===== src/rtl/cnn_pkg.sv =====
// Shared types and host address map for the CNN result return path.
// Contents: score_t (signed 8-bit class score), host register addresses,
// and the result collector FSM state type.
package cnn_pkg;

    typedef logic signed [7:0] score_t;

    localparam int unsigned RES_STATUS_ADDR = 32'h40;
    localparam int unsigned RES_ARGMAX_ADDR = 32'h41;
    localparam int unsigned RES_COUNT_ADDR  = 32'h42;
    localparam int unsigned RES_MAXVAL_ADDR = 32'h43;
    localparam int unsigned RES_IRQCLR_ADDR = 32'h7E;
    localparam int unsigned RES_ARM_ADDR    = 32'h7F;

    typedef enum logic [1:0] {
        IDLE    = 2'd0,
        COLLECT = 2'd1,
        DONE    = 2'd2
    } res_state_t;

endpackage


===== src/rtl/cnn_result_out_if.sv =====
// Bus bundle for cnn_result_out.
// Carries the score stream from the last layer (res_valid/res_data/
// res_last/res_ready) and the Avalon-MM host slave signals
// (chipselect/read/write/address/writedata/readdata).
// Modports: master = stream source + host, slave = cnn_result_out.
interface cnn_result_out_if #(
    parameter int ADDR_SIZE = 19
);
    logic                 res_valid;
    logic [7:0]           res_data;
    logic                 res_last;
    logic                 res_ready;
    logic                 chipselect;
    logic                 read;
    logic                 write;
    logic [ADDR_SIZE-1:0] address;
    logic [7:0]           writedata;
    logic [7:0]           readdata;

    modport master (
        output res_valid, res_data, res_last,
        output chipselect, read, write, address, writedata,
        input  res_ready, readdata
    );

    modport slave (
        input  res_valid, res_data, res_last,
        input  chipselect, read, write, address, writedata,
        output res_ready, readdata
    );
endinterface


===== src/rtl/cnn_result_out_ram.sv =====
// result_ram: score buffer, DEPTH x 8.
// One synchronous write port, one registered read port. On an address
// collision the read returns the value held before the write.
// Ports: clk; we/waddr/wdata write port; re/raddr read request;
// rdata registered read data (updates only when re is high).
module result_ram #(
    parameter int DEPTH = 53,
    parameter int AW    = 6
) (
    input  logic          clk,
    input  logic          we,
    input  logic [AW-1:0] waddr,
    input  logic [7:0]    wdata,
    input  logic          re,
    input  logic [AW-1:0] raddr,
    output logic [7:0]    rdata
);
    logic [7:0] mem [DEPTH];

    always_ff @(posedge clk) begin
        if (we) begin
            mem[waddr] <= wdata;
        end
        if (re) begin
            rdata <= mem[raddr];
        end
    end
endmodule


===== src/rtl/cnn_result_out.sv =====
// cnn_result_out: return path of the CNN accelerator.
// Collects one inference's class scores from the byte stream into
// result_ram, tracks a running argmax (first index wins ties) and exposes
// scores, argmax, count, max value and status to the host over an
// Avalon-MM style slave with one-cycle registered read latency.
// Ports:
//   clk   - system clock
//   reset - synchronous active-low reset
//   host  - cnn_result_out_if.slave (score stream + Avalon host bus)
//   busy  - collection in progress
//   irq   - done interrupt (only when RESULT_IRQ_EN is defined)
// Host map: 0..N_CLASSES-1 scores, 0x40 status {irq,overflow,busy,done},
// 0x41 argmax, 0x42 count, 0x43 max value; write 0x7F[0]=1 arms,
// write 0x7E[0]=1 clears irq.
// Optional build macro: RESULT_IRQ_EN.
module cnn_result_out
    import cnn_pkg::*;
#(
    parameter int N_CLASSES = 53,
    parameter int ADDR_SIZE = 19,
    parameter int IDX_BITS  = 6
) (
    input  logic                   clk,
    input  logic                   reset,
    cnn_result_out_if.slave        host,
    output logic                   busy
`ifdef RESULT_IRQ_EN
    ,
    output logic                   irq
`endif
);
    localparam int CNT_BITS = $clog2(N_CLASSES + 1);

    res_state_t          state;
    logic [CNT_BITS-1:0] count;
    score_t              max_val;
    logic [IDX_BITS-1:0] max_idx;
    logic                overflow;
    logic                done;
    logic                irq_bit;

    logic   host_wr;
    logic   host_rd;
    logic   arm;
    logic   accept;
    logic   last_beat;
    score_t score_in;

    logic       is_ram_addr;
    logic       rd_sel_ram;
    logic [7:0] reg_rdata;
    logic [7:0] reg_mux;
    logic [7:0] ram_rdata;

    logic unused_wdata;
    assign unused_wdata = ^host.writedata[7:1];

    assign host_wr  = host.chipselect & host.write;
    assign host_rd  = host.chipselect & host.read;
    assign arm      = host_wr && (host.address == ADDR_SIZE'(RES_ARM_ADDR))
                      && host.writedata[0];
    assign score_in = score_t'(host.res_data);

    // Arm takes priority over an incoming beat, so ready drops in the arm cycle.
    assign host.res_ready = reset && (state != DONE) && !arm;
    assign accept         = host.res_valid && host.res_ready;
    assign last_beat      = accept &&
                            (host.res_last || (count == CNT_BITS'(N_CLASSES - 1)));

    assign done = (state == DONE);
    assign busy = (state == COLLECT);

`ifdef RESULT_IRQ_EN
    logic irq_clr;
    assign irq_clr = host_wr && (host.address == ADDR_SIZE'(RES_IRQCLR_ADDR))
                     && host.writedata[0];

    always_ff @(posedge clk) begin
        if (!reset) begin
            irq <= 1'b0;
        end else if (arm) begin
            irq <= 1'b0;
        end else if (last_beat) begin
            irq <= 1'b1;
        end else if (irq_clr) begin
            irq <= 1'b0;
        end
    end
    assign irq_bit = irq;
`else
    assign irq_bit = 1'b0;
`endif

    always_ff @(posedge clk) begin
        if (!reset) begin
            state    <= IDLE;
            count    <= '0;
            max_val  <= score_t'(8'h80);
            max_idx  <= '0;
            overflow <= 1'b0;
        end else if (arm) begin
            state    <= IDLE;
            count    <= '0;
            max_val  <= score_t'(8'h80);
            max_idx  <= '0;
            overflow <= 1'b0;
        end else begin
            if (accept) begin
                count <= count + 1'b1;
                if (score_in > max_val) begin
                    max_val <= score_in;
                    max_idx <= IDX_BITS'(count);
                end
            end
            case (state)
                // A one-beat frame (res_last on the first beat) completes directly.
                IDLE:    if (accept) state <= last_beat ? DONE : COLLECT;
                COLLECT: if (last_beat) state <= DONE;
                DONE:    if (host.res_valid) overflow <= 1'b1;
                default: state <= IDLE;
            endcase
        end
    end

    result_ram #(
        .DEPTH (N_CLASSES),
        .AW    (IDX_BITS)
    ) u_ram (
        .clk   (clk),
        .we    (accept),
        .waddr (IDX_BITS'(count)),
        .wdata (host.res_data),
        .re    (host_rd && is_ram_addr),
        .raddr (IDX_BITS'(host.address)),
        .rdata (ram_rdata)
    );

    assign is_ram_addr = (host.address < ADDR_SIZE'(N_CLASSES));

    always_comb begin
        reg_mux = '0;
        case (host.address)
            ADDR_SIZE'(RES_STATUS_ADDR): reg_mux = {4'b0, irq_bit, overflow, busy, done};
            ADDR_SIZE'(RES_ARGMAX_ADDR): reg_mux = 8'(max_idx);
            ADDR_SIZE'(RES_COUNT_ADDR):  reg_mux = 8'(count);
            ADDR_SIZE'(RES_MAXVAL_ADDR): reg_mux = max_val;
            default:                     reg_mux = '0;
        endcase
    end

    // Score reads come straight from the RAM's output register; the select
    // flag is captured with the strobe so readdata holds until the next read.
    always_ff @(posedge clk) begin
        if (!reset) begin
            reg_rdata  <= '0;
            rd_sel_ram <= 1'b0;
        end else if (host_rd) begin
            rd_sel_ram <= is_ram_addr;
            reg_rdata  <= is_ram_addr ? 8'h00 : reg_mux;
        end
    end

    assign host.readdata = rd_sel_ram ? ram_rdata : reg_rdata;

endmodule


===== src/flat_wrapper.sv =====
// flat-port wrapper written by rule: the top's interface ports become plain ports
module cnn_result_out_flat import cnn_pkg::*;
#(
    parameter int N_CLASSES = 53,
    parameter int ADDR_SIZE = 19,
    parameter int IDX_BITS  = 6
)
  (clk, reset, busy, host_res_valid, host_res_data, host_res_last, host_chipselect, host_read, host_write, host_address, host_writedata, host_res_ready, host_readdata);
  cnn_result_out_if #(.ADDR_SIZE(ADDR_SIZE)) host_i ();
  input  logic clk;
  input  logic reset;
  output logic busy;
  input wire logic [$bits(host_i.res_valid)-1:0] host_res_valid;
  input wire logic [$bits(host_i.res_data)-1:0] host_res_data;
  input wire logic [$bits(host_i.res_last)-1:0] host_res_last;
  input wire logic [$bits(host_i.chipselect)-1:0] host_chipselect;
  input wire logic [$bits(host_i.read)-1:0] host_read;
  input wire logic [$bits(host_i.write)-1:0] host_write;
  input wire logic [$bits(host_i.address)-1:0] host_address;
  input wire logic [$bits(host_i.writedata)-1:0] host_writedata;
  output wire logic [$bits(host_i.res_ready)-1:0] host_res_ready;
  output wire logic [$bits(host_i.readdata)-1:0] host_readdata;
  assign host_i.res_valid = host_res_valid;
  assign host_i.res_data = host_res_data;
  assign host_i.res_last = host_res_last;
  assign host_i.chipselect = host_chipselect;
  assign host_i.read = host_read;
  assign host_i.write = host_write;
  assign host_i.address = host_address;
  assign host_i.writedata = host_writedata;
  assign host_res_ready = host_i.res_ready;
  assign host_readdata = host_i.readdata;
  cnn_result_out #(.N_CLASSES(N_CLASSES), .ADDR_SIZE(ADDR_SIZE), .IDX_BITS(IDX_BITS)) u_core (.clk(clk), .reset(reset), .host(host_i), .busy(busy));
endmodule

===== config.mk =====
export PLATFORM = sky130hd
export DESIGN_NAME = cnn_result_out_flat
export DESIGN_NICKNAME = d
export VERILOG_FILES = /design/src/rtl/cnn_pkg.sv /design/src/rtl/cnn_result_out_if.sv /design/src/rtl/cnn_result_out_ram.sv /design/src/rtl/cnn_result_out.sv /design/src/flat_wrapper.sv
export SDC_FILE = /design/constraint.sdc
export NUM_CORES = 1
export LEC_CHECK = 0
export ABC_AREA = 1
export CORE_MARGIN = 2
export CORE_UTILIZATION = 55
export CTS_CLUSTER_DIAMETER = 100
export DETAILED_ROUTE_END_ITERATION = 10
export GPL_TIMING_DRIVEN = 0
export HOLD_SLACK_MARGIN = 0.1
export PLACE_DENSITY = 0.75
export SLEW_MARGIN = 40
export SYNTH_ARGS = -nofsm -noshare
export SYNTH_HDL_FRONTEND = slang
export SYNTH_SLANG_ARGS = --single-unit
export TNS_END_PERCENT = 5

===== constraint.sdc =====
create_clock -name clk -period 2.05 [get_ports clk]
set_input_delay 0.3075 -clock clk [delete_from_list [all_inputs] [get_ports clk]]
set_output_delay 0.3075 -clock clk [all_outputs]
set_load 0.1 [all_outputs]

Word level (Yosys, flattened, before mapping):

Memory sizes are Yosys's and may differ from the RTL's. A register that Yosys moved wholly into a read port is not among the register bits.
Cells that the tools add are included.

* input bits: 42
* register bits: 32
* latch bits: 0
* memories: 1
* output and inout bits: 10
* bits in read-only memories: 0
* word-level logic and storage cells: 49
* memory bits (writable): 424

* divide/modulo/power cells: 0
* $mul: 0
* bitwise gates (word level): 4
* $add $sub $neg: 1
* shifts and indexed selects: 0
* multiplexer cells: 9
* equality and inequality tests: 11
* reduce and logical (&&, ||, !) cells: 14
* order comparisons: 2

Memory list
* u_core.u_ram.mem: depth 53, width 8, read ports 1, clocked after memory_dff 1, write ports 1, line cnn_result_out_ram.sv:18 `logic [7:0] mem [DEPTH];`

Operator list (number)
* $eq A19 B7 Y1 const B: 5
* $pmux W8 S4: 1
* $lt A19 B6 Y1 const B: 1
* $mux W8: 2
* $gt A8 B8 Y1: 1
* $logic_and A1 B1 Y1: 7
* $add A6 B1 Y6 const B: 1
* $eq A6 B6 Y1 const B: 1
* $mux W2: 3
* $pmux W2 S3: 1
* $ne A2 B1 Y1 const B: 2
* $reduce_and A2 Y1: 2
* $reduce_and A3 Y1: 1
* $and A1 B1 Y1: 2
* $eq A2 B1 Y1 const B: 1
* $eq A2 B2 Y1 const B: 1
* $logic_not A2 Y1: 1
* $mux W1: 2
* $ne A2 B2 Y1 const B: 1
* $not A1 Y1: 2
* $reduce_or A2 Y1: 1
* $logic_not A1 Y1: 1
* $logic_or A1 B1 Y1: 1

Logic depth before layout (Yosys ltp):

Gate-level depths: netlist of the first run.

* depth in word-level cells: 10
* mapped depth: 16
* depth with buffers taken out: 15

Modules after synthesis:

Synthesis of the first run repeated with hierarchy kept, for this count alone.

* cells, all modules: 1870
* area total of the unflattened synthesis: 20000.4 um^2

By module, submodules not included
* result_ram: cells an instance 1557, times used 1, area each 17893.4 um^2, sequential area each 12972.4 um^2
* cnn_result_out: cells an instance 313, times used 1, area each 2107.0 um^2, sequential area each 640.6 um^2

Worst setup path before layout of the first run:

OpenSTA, ideal clock, no wires.

* path kind: register to register
* start point: register u_core.state[0]
* end point: register u_core.reg_rdata[1]
* slack: -88 ps
* cell stages (with the launch flop): 7
* required time: 1980 ps
* period minus slack after synthesis: 2138 ps
* setup time: 70 ps
* data arrival time: 2068 ps
* buffers on the path: 0
* cells stage by stage: dfxtp_1 -> inv_1 -> nor2_1 -> inv_1 -> o21ai_1 -> o21ai_1 -> a21oi_1

* longest elaborated chain between the ends: 3

RTL lines
* start: declaration: line cnn_result_out.sv:34 `res_state_t state;`
* start signal: assignment: line cnn_result_out.sv:117 `IDLE: if (accept) state <= last_beat ? DONE : COLLECT;`
* $eq A2 B1 Y1: line cnn_result_out.sv:71 `assign busy = (state == COLLECT);`
* via busy: line flat_wrapper.sv:12 `output logic busy;`
* $pmux W8 S4: line cnn_result_out.sv:142 `case (host.address)`
* $mux W8: line cnn_result_out.sv:159 `reg_rdata <= is_ram_addr ? 8'h00 : reg_mux;`
* end signal: assignment: line cnn_result_out.sv:159
* end: declaration: line cnn_result_out.sv:51 `logic [7:0] reg_rdata;`

The timed path passes the listed nets, and every way through them passes these cells.
A chain may end at the register's enable or synchronous reset.

Final worst setup path of the first run:

* start point: input host_address[0]
* end point: register u_core.u_ram.rdata[7], read port of u_core.u_ram.mem (data pin)

* longest elaborated chain between the ends: 2

RTL lines
* start: declaration: line flat_wrapper.sv:19 `input wire logic [$bits(host_i.address)-1:0] host_address;`
* $lt A19 B6 Y1: line cnn_result_out.sv:138 `assign is_ram_addr = (host.address < ADDR_SIZE'(N_CLASSES));`
* $logic_and A1 B1 Y1: line cnn_result_out.sv:133 `.re (host_rd && is_ram_addr),`
* end: declaration: line cnn_result_out_ram.sv:16 `output logic [7:0] rdata`

Parallel ways exist; a longest one is shown, timed or not.

==> summary.txt, run 1 <==
Critical path
  – Critical path arrival: 2.45 ns
  – Worst Setup End Kind: register
  – R2R Setup Slk: -0.08 ns
  – WS Path Type: in2reg
  – Crit path from: host_address[0]
  – Worst r2r src: u_core.count[0]$_SDFFE_PP0P_
  – Peak fanout along the critical path: 10
  – CP Launch Type: input pin
  – R2r endpoint: u_core.u_ram.mem[23][2]$_DFFE_PP_
  – Worst path required time: 2.36 ns
  – Register-to-Register Path Depth: 4
  – Setup crit end: u_core.u_ram.rdata[7]$_DFFE_PP_

Detailed routing
  – Final WL: 52.64 mm
  – Post-route ant nets: 0
  – Via Count: 13571
  – Starting DRC count in detailed routing: 2107
  – Wire per inst: roughly 23 µm
  – Vias per inst: 6.042
  – DRC errors left: 0
  – DRT Pass-1 Iters: 6

Power and ir drop
  – Static Leak: 7.805 nW
  – Switching share of power: 22.75%
  – Sequential power share: approximately 53%
  – Clk network pwr share: 39.7%
  – Max VDD drop: 763.1 µV
  – P_int: 15.11 mW
  – P_sw: ~4.5 mW
  – P per Cell Area: 877.4 nW/µm²
  – Combinational share of power: under 10%

Place
  – Placed cell count: between 2000 and 2500
  – Post-DP HPWL: between 30 and 40 mm
  – Gpl congestion: ~0.94
  – Port Buf Inserts: between 40 and 50

Cells and area
  – Layout cell share with drive strength beyond 1: 14.74%
  – Commonest non-fill, non-tap cell in the layout: nand2_1
  – Antenna Diode Count: 0
  – Final net count: 1820
  – Finished Core Util: between 60% and 70%
  – Number of fillers in the final layout: about 2400
  – Non-filler cells, final: 2246
  – Commonest cells after routing, fill and taps aside: nand2_1, edfxtp_1, nor2_1, nand4_1, inv_1
  – Area Overhead vs Synth: 18.16%

Yosys
  – #FFs+latches synth: 464
  – Syn. warnings: 0
  – Synth unique cells: 33
  – Share of the synthesized area in the top cell type: 68.74%
  – Avg Cell Area, Syn: 11.50 µm²
  – Syn Nets: 1693
  – Synthesized cell area: 18870 µm²
  – Syn Inst Count: around 1600
  – Seq/Total Area, Yosys: around 70%
  – Area leader, netlist: edfxtp_1
  – Ranking of synthesized cells by area: edfxtp_1, nand2_1, nand4_1

Timing
  – Clock skew: around 0.025 ns
  – Min cycle time layout: approximately 2.1 ns
  – Fmax: 0.4686 GHz
  – Max-slew headroom: between 50% and 60%
  – RSZ-0062 raised after global routing: true
  – Post-route clock period utilization: 104.1%
  – Fin Hold WS: 0.1272 ns
  – Final worst slack: -0.08381 ns
  – Setup violators final: 71
  – Setup TNS: -2.580 ns
  – Final hold vios: 0
  – Least-Margin Pin Slew: 0.7043 ns
  – Final slew viol count: 0

Global routing
  – Initial antenna violation count: 0
  – Vias in the first global route: 12982
  – Residual overflow from global routing: 0
  – Global-route wire length before repair: between 70 and 80 mm
  – Total track usage: 29.57%
  – Pin count of the biggest net entering global routing: 54

Floorplanning
  – I/O Pins: 52
  – Die Ht: 189.2 µm
  – Row cnt: 67
  – Core box area: roughly 34000 µm²
  – Die area: approximately 36000 µm²
  – Chip width: 189.2 µm
  – Initial core utilization: 56.00%

Job
  – Max-Cap Viols: 0

Clock network
  – Clock Sinks: 464
  – CTS Buf Count: 45
  – Root Buffer: clkbuf_16
  – Worst-Skew Late Latency: 0.57 ns
  – Clock slew at reported path FFs: 0.06 ns
  – CTS tree: yes
  – Htree depth: 2
  – Clock Tree Buf Depth: 3

Status
  – Outcome: complete, but fails checks
  – Failing checks: negative setup slack

Min path
  – Tightest Hold Check Type: in2reg
==> layer usage <==
layer  wire length (µm)  vias to the layer above  GRT usage (%)
met5                  0                        -              0
met4               2341                        0          12.22
met1              19250                     6465          40.42
met3               6413                      162          6.117
met2              24630                      966          46.73
li1                   -                     5978              -
==> worst min-delay path by stage <==
stage	from	endpoint	slack, ns	cells after the start
finish	host_res_data[6]	u_core.u_ram.mem[20][6]$_DFFE_PP_	0.13	1
global route	host_res_data[6]	u_core.u_ram.mem[20][6]$_DFFE_PP_	0.13	1
CTS	host_res_data[6]	u_core.u_ram.mem[20][6]$_DFFE_PP_	0.13	1
detailed placement	u_core.reg_rdata[7]$_SDFFE_PN0P_	u_core.reg_rdata[7]$_SDFFE_PN0P_	0.46	2
global placement	u_core.max_val[7]$_SDFFE_PP1P_	u_core.max_val[7]$_SDFFE_PP1P_	0.46	2
floorplan	host_res_data[0]	u_core.u_ram.mem[0][0]$_DFFE_PP_	0.41	0
==> flip-flops by register name, summed over array words and instances (netlist names) <==
| signal | flops |
|---|---|
| u_core.state | 2 |
| u_core.max_val | 8 |
| u_core.rd_sel_ram | 1 |
| u_core.overflow | 1 |
| u_core.u_ram.rdata | 8 |
| u_core.max_idx | 6 |
| u_core.reg_rdata | 8 |
| u_core.u_ram.mem | 424 |
| u_core.count | 6 |
==> per-stage QoR <==
step                      area [µm²]  setup WS (ns)  total power [mW]
after floorplan                18870       -0.01751             11.26
after global placement         19870         -2.139             11.84
after detailed placement       19970         -1.927             11.88
after CTS                      22140        -0.1793             19.52
after global routing           22300        -0.1657             20.01
final                          22300       -0.08381             19.56
==> synth_stat cells (all sizes together) <==
master,n
nor3b,1
nand3,61
nand3b,1
nand4,116
ha,10
xor2,2
o211ai,3
a31oi,1
clkinv,5
inv,99
nor3,5
clkbuf,18
nor2,179
a22oi,22
a21oi,69
nand2,514
o21ai,17
dfxtp,32
a211oi,1
o21a,1
buf,52
edfxtp,432
==> kinds of logic after synthesis <==
group / Yosys count / synth area share, %
fa+ha+maj: 10 / 0.6630
flops: 464 / 72.14
compound gates: 114 / 3.388
simple gates: 877 / 19.88
xor+xnor: 2 / 0.09284
buf+inv: 174 / 3.839
==> area by class of cell <==
class | instances | area, µm² | area share (%)
inverter | 104 | 400.4 | 1.796
sequential | 464 | 13620 | 61.06
clock inverter | 19 | 123.9 | 0.5555
multi-input combinational | 1003 | 5044 | 22.62
timing repair buffer | 81 | 959.7 | 4.304
buffer | 69 | 366.6 | 1.644
clock buffer | 58 | 1227 | 5.505
tap | 448 | 560.5 | 2.514
==> power groups by stage <==
stage,Clock (mW),Sequential (mW),Combinational (mW)
finish,7.77,10.4,1.37
global placement,0,10.6,1.20
global route,8.13,10.4,1.47
floorplan,0,10.6,0.650
CTS,7.78,10.4,1.33
detailed placement,0,10.6,1.27
==> worst max-delay path, cell delays in order <==
cell           delay [ns]
dlygate4sd2_1        0.40
nor2_2               0.16
buf_4                0.23
buf_2                0.24
a21oi_1              0.25
nand4_1              0.19
nand3_1              0.12
nand2_1              0.06
nor2_1               0.23
nand2_1              0.11
nand2_1              0.09
inv_1                0.04
==> repair_timing <==
action                                  4_1_cts  5_1_grt
resized for setup                           135       48
hold endpoints to repair                     12        0
hold buffers                                  2        0
buffers inserted                             25        2
endpoints found under the setup margin      461      430
pin swaps                                    19        9
Power figures use the tool's default switching activity.
==> inputs of run 2 (changes only) <==
ABC_AREA = 0   (was 1)
SLEW_MARGIN = default   (was 40)
==> run 2 against run 1 <==
Against the previous run: the run still ends with negative setup slack left; critical path type is now reg2reg; count of clock-buffer cells in the layout down 1; non-clock buffer count is 5 lower; cell count shrank 29%; sequential power barely moved; worst hold slack gained 0.019 ns.
==> summary.txt, run 2 <==
Floorplanning
  – Die area: around 36000 µm²
  – Core box area: around 34000 µm²
  – I/O Pins: 52
  – Die Ht: 189.1 µm
  – Initial core utilization: 56.06%
  – Row cnt: 67
  – Chip width: 189.1 µm

Detailed routing
  – Via Count: 10315
  – DRT Pass-1 Iters: 5
  – Wire per inst: 28.15 µm
  – DRC errors left: 0
  – Final WL: 44.96 mm
  – Post-route ant nets: 0
  – Starting DRC count in detailed routing: 974
  – Vias per inst: 6.459

Cells and area
  – Max reg flops: 424
  – Commonest cells after routing, fill and taps aside: edfxtp_1, mux4_2, clkbuf_16, nor2_4, dfxtp_1
  – Area Overhead vs Synth: 20.12%
  – Register area: ~14000 µm²
  – Commonest non-fill, non-tap cell in the layout: edfxtp_1
  – Layout cell share with drive strength beyond 1: a little over a third
  – Finished Core Util: 67.34%
  – Most flops, register: u_core.u_ram.mem
  – Multi-input logic area: 5509 µm²
  – Antenna Diode Count: 0
  – Number of fillers in the final layout: slightly above 2000
  – Final net count: 1166

Yosys
  – Syn Nets: 1031
  – Post-synth EDFFs: 432
  – Synthesized cell area: between 15000 and 20000 µm²
  – Synth unique cells: 54
  – Seq/Total Area, Yosys: 72.23%
  – Syn Inst Count: 979
  – Main synth FF type: edfxtp_1
  – #FFs+latches synth: between 400 and 500
  – Most frequent cells after synthesis: edfxtp_1, mux4_2, nor2_1, nand2_1, dfxtp_1
  – Ranking of synthesized cells by area: edfxtp_1, mux4_2, dfxtp_1
  – Syn. warnings: 0
  – Most instantiated library cell after synthesis: edfxtp_1
  – Share of the synthesized area in the top cell type: 68.84%
  – Async S/R FF share, synth: 0%
  – Avg Cell Area, Syn: 19.25 µm²
  – Area leader, netlist: edfxtp_1

Global routing
  – Residual overflow from global routing: 0
  – Vias in the first global route: around 10000
  – Initial antenna violation count: 0
  – Total track usage: 25.24%
  – Global-route wire length before repair: between 60 and 70 mm
  – Pin count of the biggest net entering global routing: 54

Critical path
  – Crit-path cells: mux4_2 > mux4_2 > o21ai_2 > nand3_2
  – Worst path required time: 2.32 ns
  – Top cell by count, worst path: mux4_2
  – Peak fanout along the critical path: 1
  – CP Launch Type: register
  – CP max stage cell: mux4_2
  – Largest stage delay on the critical path: 0.56 ns
  – Critical path arrival: 2.37 ns
  – WS Path Type: reg2reg
  – Worst Setup End Kind: register

Clock network
  – CTS Buf Count: 46
  – Clock slew at reported path FFs: ~0.060 ns
  – Worst-Skew Late Latency: 0.55 ns
  – Clock Sinks: 464
  – Htree depth: 2
  – Clock Tree Buf Depth: 3
  – Root Buffer: clkbuf_16
  – CTS tree: yes

Timing
  – Fmax: 0.4760 GHz
  – Fin Hold WS: 0.1460 ns
  – Final worst slack: -0.05070 ns
  – Max-slew headroom: 37.57%
  – RSZ-0062 raised after global routing: true
  – Setup violators final: 6
  – Final hold vios: 0
  – Min cycle time layout: about 2.1 ns
  – Setup TNS: -0.09926 ns
  – Clock skew: 0.01731 ns
  – Least-Margin Pin Slew: 0.9287 ns
  – Final slew viol count: 0
  – Post-route clock period utilization: 102.5%

Status
  – Outcome: complete, but fails checks
  – Failing checks: negative setup slack

Power and ir drop
  – P per Cell Area: just under 900 nW/µm²
  – Static Leak: 7.190 nW
  – Max VDD drop: approximately 640 µV

Place
  – Port Buf Inserts: 43
  – Post-DP HPWL: 28.50 mm
  – Gpl congestion: 0.8981

Min path
  – Tightest Hold Check Type: in2reg

Job
  – Max-Cap Viols: 0
-- run 2: logic make-up after synthesis --
group	count (synthesis)	synth area share, %
AO/OA/AOI/OAI	94	3.725
XOR/XNOR	4	0.1859
adder cells (fa/ha/maj)	10	0.6639
buffers and inverters	73	2.324
flip-flops	464	72.23
multiplexers	149	16.09
AND/OR/NAND/NOR	185	4.780
-- run 2: metal layers --
layer / share of wire [%] / track usage [%] / vias up
met3: 8.1 / 4.078 / 91
li1: - / - / 4324
met4: 2.8 / 7.843 / 0
met2: 51 / 42.58 / 551
met1: 38 / 34.21 / 5349
met5: 0 / 0 / -
-- run 2: metrics by stage --
step | std cells | total power [mW] | setup WS (ns) | cell area, µm²
final | 1597 | 19.74 | -0.05070 | 22640
after detailed placement | 1479 | 11.80 | -1.903 | 20030
after floorplan | 979 | 11.28 | -0.3517 | 18890
after global placement | 1470 | 11.76 | -2.124 | 19880
after global routing | 1597 | 20.21 | -0.09223 | 22640
after CTS | 1595 | 19.71 | -0.1154 | 22390
-- run 2: final timing paths --
| path | from | end | slack, ns | cells after the start |
|---|---|---|---|---|
| hold / removal | host_res_data[6] | u_core.u_ram.mem[27][6]$_DFFE_PP_ | 0.15 | 1 |
| setup / recovery | u_core.u_ram.mem[29][3]$_DFFE_PP_ | u_core.u_ram.rdata[3]$_DFFE_PP_ | -0.05 | 4 |
| setup reg to reg | u_core.u_ram.mem[29][3]$_DFFE_PP_ | u_core.u_ram.rdata[3]$_DFFE_PP_ | -0.05 | 4 |
| hold reg to reg | u_core.max_idx[3]$_SDFFE_PP0P_ | u_core.max_idx[3]$_SDFFE_PP0P_ | 0.47 | 2 |
-- run 2: worst max-delay path: cells and delay by family (launching register included) --
family          cells  cell delay, ns
compound gates      1            0.17
simple gates        1            0.14
flops               1            0.42
mux                 2            1.08
-- run 2: area by class of cell --
| class | count | area share [%] |
|---|---|---|
| sequential | 464 | 60.15 |
| inverter | 15 | 0.2487 |
| clock inverter | 26 | 0.7407 |
| multi-input combinational | 442 | 24.34 |
| tap | 448 | 2.476 |
| timing repair buffer | 88 | 4.206 |
| buffer | 57 | 2.288 |
| clock buffer | 57 | 5.549 |
-- run 2: power breakdown --
part	leakage (nW)	internal [mW]	total [mW]	switching, mW
registers	4.14	10.4	10.4	0.0239
logic	2.37	0.552	1.38	0.828
clock network	0.681	4.48	7.96	3.48
total	7.19	15.4	19.7	4.33
-- run 2: what timing repair did --
action,CTS,global route
endpoints found under the setup margin,473,457
pin swaps,25,12
hold endpoints to repair,5,0
resized for setup,245,78
hold buffers,2,0
gates cloned,0,0
setup buffers,32,2
==> inputs of run 3 (changes only) <==
CTS_BUF_LIST = sky130_fd_sc_hd__clkbuf_8   (was default)
CTS_CLUSTER_SIZE = 12   (was default)
==> run 3 against run 2 <==
Against the previous run: the flow still finishes with violations (negative setup slack); clock skew up 0.016 ns; worst hold slack lost 0.027 ns; wire length shrank 2.1%; clock power down 37%; first-iteration DRC count grew 7.0%; critical path depth up 3; sequential cell count unchanged; global-route usage is 0.45 points lower; critical endpoint unchanged; largest power group unchanged.
==> summary.txt, run 3 (synthesized netlist as in run 2, its figures left out) <==
Status
  – Outcome: complete, but fails checks
  – Failing checks: negative setup slack

Power and ir drop
  – Static Leak: between 6 and 7 nW
  – P per Cell Area: roughly 770 nW/µm²
  – Combinational share of power: 8.1%
  – P_int: 13.02 mW
  – Clk network pwr share: 29.8%
  – P_sw: 3.727 mW
  – Switching share of power: 22.26%
  – Max VDD drop: 676.7 µV
  – Sequential power share: 62.0%

Place
  – Gpl congestion: 0.8981
  – Post-DP HPWL: between 20 and 30 mm
  – DP Area: 20030 µm²
  – Port Buf Inserts: 43

Clock network
  – CTS tree: yes
  – Root Buffer: clkbuf_8
  – Htree depth: 2
  – Worst-Skew Late Latency: 0.59 ns
  – CTS Buf Count: 44
  – Clock Sinks: 464
  – Clock slew at reported path FFs: ~0.09 ns
  – Clock Tree Buf Depth: 3

Global routing
  – Vias in the first global route: 10246
  – Residual overflow from global routing: 0
  – Global-route wire length before repair: about 64 mm
  – Initial antenna violation count: 0
  – Total track usage: about a quarter
  – Pin count of the biggest net entering global routing: 54

Detailed routing
  – DRC errors left: 0
  – Post-route ant nets: 0
  – Via Count: ~10000
  – Vias per inst: 6.502
  – Starting DRC count in detailed routing: ~1000
  – Final WL: 44.02 mm
  – Wire per inst: 28.02 µm
  – DRT Pass-1 Iters: 5

Cells and area
  – Antenna Diode Count: 0
  – Number of fillers in the final layout: 2146
  – Most flops, register: u_core.u_ram.mem
  – Commonest non-fill, non-tap cell in the layout: edfxtp_1
  – Layout cell share with drive strength beyond 1: between 30% and 40%
  – Final net count: 1167
  – Area Overhead vs Synth: 15.91%
  – Max reg flops: 424
  – Commonest cells after routing, fill and taps aside: edfxtp_1, mux4_2, nor2_4, clkbuf_8, buf_4
  – Finished layout cell area: 21840 µm²

Critical path
  – Worst r2r src: u_core.count[5]$_SDFFE_PP0P_
  – R2R Setup Slk: -0.05 ns
  – Critical path arrival: 2.43 ns
  – Crit path from: host_address[0]
  – Worst Setup End Kind: register
  – Worst path required time: 2.33 ns
  – CP Launch Type: input pin
  – Peak fanout along the critical path: 10
  – Register-to-Register Path Depth: 6
  – R2r endpoint: u_core.u_ram.mem[34][7]$_DFFE_PP_
  – WS Path Type: in2reg
  – Setup crit end: u_core.u_ram.rdata[3]$_DFFE_PP_

Timing
  – Min cycle time layout: 2.151 ns
  – Final slew viol count: 0
  – Max-slew headroom: 50.82%
  – Fin Hold WS: 0.1191 ns
  – Final worst slack: -0.1013 ns
  – Clock skew: roughly 0.033 ns
  – Post-route clock period utilization: 104.9%
  – Final hold vios: 0
  – Least-Margin Pin Slew: between 0.7 and 0.8 ns
  – RSZ-0062 raised after global routing: true
  – Fmax: 0.4648 GHz
  – Setup violators final: 32

Floorplanning
  – Chip width: 189.1 µm
  – Initial core utilization: a little under three fifths
  – Die area: 35760 µm²
  – Die Ht: 189.1 µm
  – Row cnt: 67
  – Core box area: 33620 µm²
  – I/O Pins: between 50 and 60

Min path
  – Tightest Hold Check Type: in2reg

Job
  – Max-Cap Viols: 0
==> run 3: worst min path at each step <==
stage                                   start                           endpoint  slack, ns  cells after the start
2_1_floorplan                host_res_data[0]   u_core.u_ram.mem[0][0]$_DFFE_PP_       0.41                      0
3_3_place_gp   u_core.max_idx[3]$_SDFFE_PP0P_     u_core.max_idx[3]$_SDFFE_PP0P_       0.46                      2
3_5_place_dp   u_core.max_idx[3]$_SDFFE_PP0P_     u_core.max_idx[3]$_SDFFE_PP0P_       0.46                      2
4_1_cts                      host_res_data[6]     u_core.max_val[6]$_SDFFE_PP0P_       0.10                      3
5_1_grt                      host_res_data[6]  u_core.u_ram.mem[27][6]$_DFFE_PP_       0.10                      1
6_report                     host_res_data[6]     u_core.max_val[6]$_SDFFE_PP0P_       0.12                      3
==> run 3: routing by layer <==
metal	global-route usage (%)	vias to the layer above	wire length, µm
met5	0	-	0
met4	8.233	0	1599
met3	4.467	98	3946
met2	41.15	564	21840
met1	33.65	5262	16640
li1	-	4291	-
==> run 3: what timing repair did <==
| item | 4_1_cts | 5_1_grt |
|---|---|---|
| resized for setup | 246 | 71 |
| setup endpoints to repair | 473 | 453 |
| hold endpoints to repair | 5 | 0 |
| pin swaps | 22 | 20 |
| setup buffers | 27 | 11 |
| hold buffers | 2 | 0 |
==> run 3: metrics by stage <==
| stage | total power, mW | std cells | worst slack [ns] | setup TNS, ns | util [%] |
|---|---|---|---|---|---|
| floorplan | 11.28 | 979 | -0.3517 | -26.97 | - |
| global placement | 11.76 | 1470 | -2.124 | -810.95 | 59.15 |
| detailed placement | 11.80 | 1479 | -1.903 | -534.50 | 59.59 |
| CTS | 16.73 | 1561 | -0.1327 | -5.865 | 64.30 |
| global route | 17.18 | 1571 | -0.1257 | -1.113 | 64.98 |
| finish | 16.74 | 1571 | -0.1013 | -0.9182 | 64.98 |
==> run 3: power by group through the flow <==
stage / combinational, mW / clock (mW) / sequential, mW
after global routing: 1.43 / 5.36 / 10.4
final: 1.36 / 5.00 / 10.4
after global placement: 1.14 / 0 / 10.6
after detailed placement: 1.20 / 0 / 10.6
after CTS: 1.30 / 5.04 / 10.4
after floorplan: 0.682 / 0 / 10.6
==> run 3: final cells by class <==
cell class / instances / area (µm²) / area share [%]
Sequential cell: 464 / 13620 / 62.36
Buffer: 56 / 464.2 / 2.125
Clock buffer: 45 / 619.3 / 2.835
Tap cell: 448 / 560.5 / 2.566
Clock inverter: 9 / 60.06 / 0.2749
Inverter: 15 / 56.30 / 0.2578
Multi-Input combinational cell: 442 / 5475 / 25.07
Timing Repair Buffer: 92 / 987.2 / 4.519
==> run 3: worst max-delay path: stages <==
cell,delay [ns]
clkdlybuf4s15_2,0.28
buf_12,0.18
buf_6,0.21
mux4_2,0.56
mux4_2,0.55
o21ai_1,0.18
nand3_1,0.16
